--- src/rtl/pattern_ctrl_pkg.sv ---
// Purpose: shared FSM state type and port-width helpers for pattern_controller.
// Latency: n/a (types and constant functions only).
// Backpressure: n/a.
// Macro PATTERN_CTRL_LOCKOUT_EN adds the LOCKED state to the enum.
package pattern_ctrl_pkg;

`ifdef PATTERN_CTRL_LOCKOUT_EN
  typedef enum logic [2:0] {
    ST_IDLE,
    ST_COLLECT,
    ST_MATCH,
    ST_FAIL,
    ST_LOCKED
  } state_e;
`else
  typedef enum logic [1:0] {
    ST_IDLE,
    ST_COLLECT,
    ST_MATCH,
    ST_FAIL
  } state_e;
`endif

  // Bits needed to hold one button index; never less than one bit.
  function automatic int idx_w(input int num_buttons);
    return (num_buttons > 2) ? $clog2(num_buttons) : 1;
  endfunction

  // Bits needed to count 0..pattern_len accepted entries.
  function automatic int cnt_w(input int pattern_len);
    return $clog2(pattern_len + 1);
  endfunction

endpackage

--- src/rtl/timeout_counter.sv ---
// Purpose: cycle counter that flags the MAX-th consecutive enabled cycle.
// Latency: expired is combinational from the registered count.
// Backpressure: none; clear has priority over enable.
// Ports: clk, reset_n (async, active-low), clear, enable, expired.
module timeout_counter #(
  parameter int MAX = 10
) (
  input  logic clk,
  input  logic reset_n,
  input  logic clear,
  input  logic enable,
  output logic expired
);

  localparam int            W    = (MAX > 1) ? $clog2(MAX) : 1;
  localparam logic [W-1:0]  LAST = W'(MAX - 1);

  logic [W-1:0] count_q;

  // The count reads k-1 during the k-th enabled cycle, so expired marks the
  // MAX-th one. Holding at LAST keeps the counter from wrapping if the owner
  // leaves enable high.
  assign expired = enable && (count_q == LAST);

  always_ff @(posedge clk or negedge reset_n) begin
    if (!reset_n) begin
      count_q <= '0;
    end else if (clear) begin
      count_q <= '0;
    end else if (enable && !expired) begin
      count_q <= count_q + W'(1);
    end
  end

endmodule

--- src/rtl/pattern_controller.sv ---
// Purpose: compares a stream of button pulses against a loaded index pattern.
// Latency: match/fail/busy/locked are registered, one cycle after the deciding input.
// Backpressure: none; entries arriving in MATCH/FAIL/LOCKED are dropped.
// Ports: clk, reset_n, btn_pulse, pattern_load, pattern_in -> busy, progress, match, fail, locked.
// Macro PATTERN_CTRL_LOCKOUT_EN enables the consecutive-fail lockout (LOCKED state).
module pattern_controller
  import pattern_ctrl_pkg::*;
#(
  parameter int  NUM_BUTTONS    = 4,
  parameter int  PATTERN_LEN    = 4,
  parameter int  TIMEOUT_CYCLES = 100_000_000,
  parameter int  LOCKOUT_CYCLES = 500_000_000,
  localparam int IDX_W          = idx_w(NUM_BUTTONS),
  localparam int CNT_W          = cnt_w(PATTERN_LEN)
) (
  input  logic                         clk,
  input  logic                         reset_n,
  input  logic [NUM_BUTTONS-1:0]       btn_pulse,
  input  logic                         pattern_load,
  input  logic [PATTERN_LEN*IDX_W-1:0] pattern_in,
  output logic                         busy,
  output logic [CNT_W-1:0]             progress,
  output logic                         match,
  output logic                         fail,
  output logic                         locked
);

  // Elaboration-time guard on the legal parameter ranges.
  if (NUM_BUTTONS < 2 || NUM_BUTTONS > 8 || PATTERN_LEN < 1 || PATTERN_LEN > 8 ||
      TIMEOUT_CYCLES < 1 || LOCKOUT_CYCLES < 1) begin : g_bad_params
    $error("pattern_controller: parameter out of range");
  end

  state_e                       state_q, state_d;
  logic [CNT_W-1:0]             progress_q, progress_d;
  logic                         mismatch_q, mismatch_d;
  logic [PATTERN_LEN*IDX_W-1:0] pattern_q, pattern_d;
  logic                         match_q, fail_q, busy_q;

  logic             entry_vld, entry_ok, last_entry, tmo_expired;
  logic             tmo_clear, tmo_enable;
  logic [IDX_W-1:0] entry_idx, expected_idx;

  assign entry_vld = |btn_pulse;

  always_comb begin
    entry_idx = '0;
    for (int i = 0; i < NUM_BUTTONS; i++) begin
      if (btn_pulse[i]) entry_idx = IDX_W'(i);
    end
    expected_idx = '0;
    for (int i = 0; i < PATTERN_LEN; i++) begin
      if (progress_q == CNT_W'(i)) expected_idx = pattern_q[i*IDX_W +: IDX_W];
    end
  end

  // A multi-bit pulse is an invalid entry: it still advances progress but
  // can never match.
  assign entry_ok   = $onehot(btn_pulse) && (entry_idx == expected_idx);
  // progress is 0 in IDLE, so this also covers the single-entry pattern.
  assign last_entry = (progress_q == CNT_W'(PATTERN_LEN - 1));

  assign tmo_clear  = (state_q != ST_COLLECT) || entry_vld;
  assign tmo_enable = (state_q == ST_COLLECT) && !entry_vld;

  timeout_counter #(.MAX(TIMEOUT_CYCLES)) u_entry_tmo (
    .clk     (clk),
    .reset_n (reset_n),
    .clear   (tmo_clear),
    .enable  (tmo_enable),
    .expired (tmo_expired)
  );

`ifdef PATTERN_CTRL_LOCKOUT_EN
  logic [1:0] fail_cnt_q, fail_cnt_d;
  logic       lock_expired, lock_clear, lock_enable;
  logic       locked_q;

  assign lock_clear  = (state_q != ST_LOCKED);
  assign lock_enable = (state_q == ST_LOCKED);

  timeout_counter #(.MAX(LOCKOUT_CYCLES)) u_lock_tmr (
    .clk     (clk),
    .reset_n (reset_n),
    .clear   (lock_clear),
    .enable  (lock_enable),
    .expired (lock_expired)
  );
`endif

  always_comb begin
    state_d    = state_q;
    progress_d = progress_q;
    mismatch_d = mismatch_q;
    pattern_d  = pattern_q;
`ifdef PATTERN_CTRL_LOCKOUT_EN
    fail_cnt_d = fail_cnt_q;
`endif
    case (state_q)
      ST_IDLE: begin
        if (entry_vld) begin
          progress_d = CNT_W'(1);
          mismatch_d = !entry_ok;
          if (last_entry) state_d = entry_ok ? ST_MATCH : ST_FAIL;
          else            state_d = ST_COLLECT;
        end else if (pattern_load) begin
          pattern_d = pattern_in;
        end
      end
      ST_COLLECT: begin
        // An entry in the expiry cycle wins over the timeout.
        if (entry_vld) begin
          progress_d = progress_q + CNT_W'(1);
          mismatch_d = mismatch_q || !entry_ok;
          if (last_entry) state_d = (mismatch_q || !entry_ok) ? ST_FAIL : ST_MATCH;
        end else if (tmo_expired) begin
          state_d = ST_FAIL;
        end
      end
      ST_MATCH: begin
        progress_d = '0;
        mismatch_d = 1'b0;
        state_d    = ST_IDLE;
`ifdef PATTERN_CTRL_LOCKOUT_EN
        fail_cnt_d = 2'd0;
`endif
      end
      ST_FAIL: begin
        progress_d = '0;
        mismatch_d = 1'b0;
        state_d    = ST_IDLE;
`ifdef PATTERN_CTRL_LOCKOUT_EN
        fail_cnt_d = fail_cnt_q + 2'd1;
        if (fail_cnt_q == 2'd2) state_d = ST_LOCKED;
`endif
      end
`ifdef PATTERN_CTRL_LOCKOUT_EN
      ST_LOCKED: begin
        if (lock_expired) begin
          state_d    = ST_IDLE;
          fail_cnt_d = 2'd0;
        end
      end
`endif
      default: begin
        state_d    = ST_IDLE;
        progress_d = '0;
        mismatch_d = 1'b0;
      end
    endcase
  end

  // Status outputs are decoded from the next state so they line up with the
  // registered state.
  always_ff @(posedge clk or negedge reset_n) begin
    if (!reset_n) begin
      state_q    <= ST_IDLE;
      progress_q <= '0;
      mismatch_q <= 1'b0;
      pattern_q  <= '0;
      match_q    <= 1'b0;
      fail_q     <= 1'b0;
      busy_q     <= 1'b0;
    end else begin
      state_q    <= state_d;
      progress_q <= progress_d;
      mismatch_q <= mismatch_d;
      pattern_q  <= pattern_d;
      match_q    <= (state_d == ST_MATCH);
      fail_q     <= (state_d == ST_FAIL);
      busy_q     <= (state_d == ST_COLLECT);
    end
  end

`ifdef PATTERN_CTRL_LOCKOUT_EN
  always_ff @(posedge clk or negedge reset_n) begin
    if (!reset_n) begin
      fail_cnt_q <= 2'd0;
      locked_q   <= 1'b0;
    end else begin
      fail_cnt_q <= fail_cnt_d;
      locked_q   <= (state_d == ST_LOCKED);
    end
  end
  assign locked = locked_q;
`else
  assign locked = 1'b0;
`endif

  assign busy     = busy_q;
  assign progress = progress_q;
  assign match    = match_q;
  assign fail     = fail_q;

endmodule

--- config.mk ---
export PLATFORM = sky130hd
export DESIGN_NAME = pattern_controller
export DESIGN_NICKNAME = d
export VERILOG_FILES = /design/src/rtl/pattern_ctrl_pkg.sv /design/src/rtl/timeout_counter.sv /design/src/rtl/pattern_controller.sv
export SDC_FILE = /design/constraint.sdc
export NUM_CORES = 1
export LEC_CHECK = 0
export CAP_MARGIN = 20
export CELL_PAD_IN_SITES_DETAIL_PLACEMENT = 0
export CELL_PAD_IN_SITES_GLOBAL_PLACEMENT = 1
export CORE_UTILIZATION = 36
export DETAILED_ROUTE_END_ITERATION = 10
export GPL_TIMING_DRIVEN = 0
export PLACE_DENSITY_LB_ADDON = 0.12
export SLEW_MARGIN = 40
export SYNTH_ARGS = -nofsm -noshare
export SYNTH_HDL_FRONTEND = slang
export SYNTH_SLANG_ARGS = --single-unit
--- constraint.sdc ---
create_clock -name clk -period 2.2 [get_ports clk]
set_input_delay 0.55 -clock clk [delete_from_list [all_inputs] [get_ports clk]]
set_output_delay 0.55 -clock clk [all_outputs]
set_load 0.02 [all_outputs]
==> Yosys cells after proc, flatten, opt, wreduce, memory -nomap -nowiden <==
Cells that the tools add are included.
{ "op_classes": {"n_bitwise": 1, "addsub": 5, "n_reduce_logical": 16, "n_eq_ne": 15, "mux": 23} }
{ "ops": {"columns": ["cell", "count"], "rows": [
  ["27-bit 2-to-1 mux", 2],
  ["27-bit by 1-bit adder with 27-bit output, second input constant", 1],
  ["27-bit == test, second input constant", 1],
  ["2-bit 2-to-1 mux", 11],
  ["3-bit case mux with 3 select lines", 1],
  ["2-bit == test, second input constant", 4],
  ["3-bit by 1-bit == test with 1-bit output, second input constant", 2],
  ["3-bit by 2-bit == test with 1-bit output, second input constant", 2],
  ["3-bit 2-to-1 mux", 2],
  ["2-bit case mux with 3 select lines", 1],
  ["1-bit 2-to-1 mux", 5],
  ["1-bit by 1-bit adder with 2-bit output", 2],
  ["2-bit by 1-bit == test with 1-bit output, second input constant", 2],
  ["1-bit logical AND", 4],
  ["2-bit inequality test, second input constant", 2],
  ["4-bit OR reduction", 1],
  ["2-bit by 2-bit adder with 3-bit output", 1],
  ["3-bit by 1-bit adder with 3-bit output, second input constant", 1],
  ["1-bit logical NOT", 3],
  ["3-bit logical NOT", 1],
  ["1-bit case mux with 3 select lines", 1],
  ["3-bit AND reduction", 1],
  ["2-bit == test", 1],
  ["2-bit logical NOT", 1],
  ["6 further kinds", 7]
]} }
{ "totals": {"inputBits": 15, "word_cells": 68, "ff_bits": 44, "output_inout_bits": 7} }

==> Depth between registers and ports, before layout <==
Gate-level depths: netlist (run 1).
{ "logic_depth": {"word_depth": 14, "ltp_mapped": 10, "depth_no_buf": 10} }

==> By module <==
A second synthesis (run 1) with hierarchy kept.
{ "hier_totals": {"cells_unflattened": 249, "hier_area_um2": 2521.2} }
{ "modules_own_cells": {"columns": ["module", "cells_per_inst", "seq_area_each_um2", "n_inst", "area_per_inst_um2"], "rows": [
  ["timeout_counter", 152, 675.6, 1, 1458.9],
  ["pattern_controller", 97, 425.4, 1, 1062.3]
]} }

==> Worst setup path after synthesis (run 1) <==
No wires, ideal clock.
{ "synth_timing": {"path_type": "input -> register", "startpoint": "input btn_pulse[0]", "endpoint": "register mismatch_q", "setup_slack_ns": -0.374, "setup_ns": 0.120, "n_path_buf": 0, "required_time_ns": 2.080, "path_stages": 10, "t_arrival_ns": 2.454, "cell_sequence": "inv_1 > fa_1 > inv_1 > ha_1 > ha_1 > nand2b_1 > a311o_1 > a21oi_1 > nand4b_1 > a31o_2"} }
{ "synth_between": {"elab_chain_cells": 8, "elab_cells_between_ends": 13, "classes_between": "2 x add/sub; 3 x eq/ne; 3 x mux; 5 x reduce/logical"} }
{ "synth_lines": {"columns": ["item", "line_no", "source"], "rows": [
  ["from (decl)", "pattern_controller.sv:18", "input logic [NUM_BUTTONS-1:0] btn_pulse,"],
  ["1-bit by 1-bit adder with 2-bit output (not written as such)", "pattern_controller.sv:59", "assign entry_ok = $onehot(btn_pulse) && (entry_idx == expected_idx);"],
  ["2-bit by 2-bit adder with 3-bit output (not written as such)", "pattern_controller.sv:59", null],
  ["3-bit by 1-bit == test with 1-bit output", "pattern_controller.sv:59", null],
  ["1-bit logical AND", "pattern_controller.sv:59", null],
  ["1-bit logical NOT", "pattern_controller.sv:103, pattern_controller.sv:114", null],
  ["1-bit logical OR", "pattern_controller.sv:114", "mismatch_d = mismatch_q || !entry_ok;"],
  ["1-bit 2-to-1 mux", "pattern_controller.sv:112", "if (entry_vld) begin"],
  ["1-bit case mux with 3 select lines", "pattern_controller.sv:99", "case (state_q)"],
  ["to (signal assigned)", "pattern_controller.sv:167", "mismatch_q <= mismatch_d;"],
  ["to (decl)", "pattern_controller.sv:36", "logic mismatch_q, mismatch_d;"]
]} }
Parallel ways exist; a longest one is shown, timed or not. The select of a mux whose other input is x is not followed.
A chain may end at the register's enable or synchronous reset.

==> Worst setup path in the final report (run 1) <==
{ "layout_timing": {"startpoint": "input btn_pulse[1]", "endpoint": "register mismatch_q"} }
{ "layout_between": {"elab_chain_cells": 9, "elab_cells_between_ends": 17, "classes_between": "2 x add/sub; 4 x eq/ne; 6 x mux; 5 x reduce/logical"} }
{ "layout_lines": {"columns": ["item"], "rows": [
  ["branches (longest 9 deep; another with 2-bit by 2-bit adder with 3-bit output)"]
]} }
Parallel ways; which one is timed is not known. The select of a mux whose other input is x is not followed.

==> impl_metrics.json, run 1 <==
{
  "grt_max_degree": 36,
  "syn-num-nets": 267,
  "fp.dieArea_um2": 7068,
  "die_y_um": 84.07,
  "powerDensity_nw_per_um2": 738.8,
  "numCtsBuffers": 5,
  "synth_top_area_share_pct": 45.41,
  "grtUsageTotal_pct": 16.25,
  "vias": 1859,
  "cts_max_path_buffers": 2,
  "place_ws_ns": -1.131,
  "period_share_pct": 109.6,
  "clkTransAtPathRegs_ns": 0.08,
  "synth_cell_types": 51,
  "status": "complete, but fails checks",
  "layoutNonFillerInstCount": 353,
  "drt_iter0_markers": 119,
  "finalHoldViolCount": 0,
  "relSlewSlack_pct": 65.05,
  "hold_path.class": "in -> async",
  "io_buffer_count": 20,
  "r2r_setup_slack_ns": -0.08,
  "required_ns": 2.39,
  "root_buffer": "clkbuf_8",
  "cap_violations": 0,
  "via_per_inst": 5.266,
  "area_growth_pct": 21.10,
  "yosys.area.top_type": "dfrtp_1",
  "dpl-instance-area_um2": 2749,
  "reg2regPathDepth": 6,
  "final_antenna_net_count": 0,
  "n_fill_cell": 611,
  "synth-seq-area-share_pct": 45.41,
  "worst_pin_slew_ns": 0.5229,
  "grt_setup_unrepaired": "true",
  "cp.arrival_ns": 2.60,
  "ys.flop_type": "dfrtp_1",
  "cts_tree": "yes",
  "place_congestion": 0.7191,
  "postCtsHoldBufs": 0,
  "core_area_um2": 6422,
  "finalSetupTns_ns": -0.6653,
  "fp-row-count": 29,
  "hpwl_um": 3558,
  "final_area_um2": 2937,
  "ir_worst_vdd_v": 0.0003665,
  "worstReg2RegStart": "progress[0]",
  "synthTopCellsByArea": "dfrtp_1, xnor2_1, ha_1",
  "fp.dieW_um": 84.07,
  "start_kind": "input port",
  "ys_seq_elements": 44,
  "grt-ovfl-total": 0,
  "skew_ns": 0.004511,
  "drc": 2,
  "crit_path_max_fanout": 4,
  "wl_um": 5154,
  "final_util_pct": 45.72,
  "synth_edf_count": 0,
  "cellLeakagePower_nw": 1.163,
  "ys_top_cells_by_count": "dfrtp_1, nor2_1, nand2_1",
  "final_nets": 300,
  "antennaDiodeCount": 0,
  "first_pass_iters": 7,
  "drive_gt1_share_pct": 19.20,
  "syn_inst": 242,
  "reg2reg_to": "mismatch_q",
  "synth_area_per_cell_um2": 10.02,
  "total_power_mw": 2.170,
  "ctsHtreeMaxLevel": 2,
  "cp-end-kind": "flop",
  "ios": 22,
  "whs_ns": 0.08152,
  "synthArstFlopShare_pct": 100.0,
  "synth.most_common_cell": "dfrtp_1",
  "clk_latency_ns": 0.29,
  "wl_per_cell_um": 14.60,
  "fin_ws_ns": -0.2112,
  "clock-sinks": 44,
  "critical_path_class": "in -> reg",
  "antenna_found_initial": 0,
  "first_global_vias": 1803,
  "synth_warnings": 0,
  "report.final.setup_viol": 4,
  "dpl.cell_count": 340,
  "grt_first_pass_wirelength_um": 9045,
  "fin_crit_ns": 2.411,
  "drv_slew": 0,
  "fmax_ghz": 0.4147,
  "syn-cell-area_um2": 2425,
  "violations": "DRC, setup timing",
  "initial_core_util_pct": 37.76
}
-- worst max path at each step --
stage                  from         end  slack (ns)  cells after the start
2_1_floorplan  btn_pulse[3]  mismatch_q       -0.34                      9
3_3_place_gp   btn_pulse[3]  mismatch_q       -1.13                     10
3_5_place_dp   btn_pulse[3]  mismatch_q       -1.13                     10
4_1_cts        btn_pulse[3]  mismatch_q       -0.25                     11
5_1_grt        btn_pulse[1]  mismatch_q       -0.28                     11
6_report       btn_pulse[1]  mismatch_q       -0.21                     10
-- power by group --
group	switching [mW]	internal [mW]	total [mW]
registers	0.101	0.913	1.01
clock network	0.271	0.257	0.528
logic	0.317	0.311	0.628
-- per-layer routing --
metal	vias up	track usage (%)	routed length, um	share of wire [%]
met5	-	0	0	0
met4	0	4.232	38	0.74
met3	4	3.462	152	2.9
met2	22	23.17	2255	44
met1	910	24.73	2708	53
li1	923	-	-	-
-- cell usage in the layout (no fill, tap or decap), types with 4 or more instances in the layout --
cell type and instances:
o21a_1 4, xnor2_1 14, ha_1 6, dfrtp_1 43
nor3_1 9, clkbuf_8 6, clkbuf_1 5, mux2_2 8
clkdlybuf4s50_1 16, xor2_1 5, inv_1 9, nor2_1 28
o21ai_0 8, nand2_1 16, buf_4 7, nor4_1 9
a21oi_1 10, nand3_1 10
-- layout make-up --
cell class	instances	area [um2]	area share [%]
Buffer	7	46.29	1.576
Tap cell	77	96.34	3.281
Timing Repair Buffer	26	256.5	8.735
Sequential cell	44	1102	37.54
Inverter	13	58.81	2.003
Multi-Input combinational cell	178	1286	43.80
Clock buffer	8	90.09	3.068
-- logic make-up after synthesis --
kind of cell | share of synthesized area, %
DFF | 45.41
buffers and inverters | 3.870
and+or+nand+nor | 23.12
xor gates and xnor gates | 6.863
other | 0.1547
muxes | 4.541
adders and majority gates | 5.470
AOI/OAI and AO/OA | 10.58
-- flip-flops by register name, indices dropped and copies added (netlist names) --
name                 count
busy                     1
fail                     1
match                    1
mismatch_q               1
pattern_q                8
progress                 3
state_q                  2
u_entry_tmo.count_q     27
-- what timing repair did --
item | in CTS | in global routing
endpoints found under the setup margin | 32 | 26
buffers inserted | 4 | 1
pin swaps | 7 | 8
gates resized for setup | 20 | 10
-- critical path, cell delays in order --
cell and delay (ns):
buf_6 0.07, inv_4 0.03, fa_1 0.52, inv_1 0.04, ha_2 0.19, ha_4 0.23, a311o_1 0.31, a21oi_1 0.13
nand4b_1 0.22, a31o_2 0.30
Power figures use the tool's default switching activity.
==> run 2, diff against run 1 <==
- CAP_MARGIN: 20 -> not set
==> results of run 2 <==
No change in the layout: final DEF, timing and power equal those of run 1.
==> run 3, diff against run 2 <==
- TNS_END_PERCENT: not set -> 100
==> results of run 3 <==
No change in the layout: final DEF, timing and power equal those of run 1.
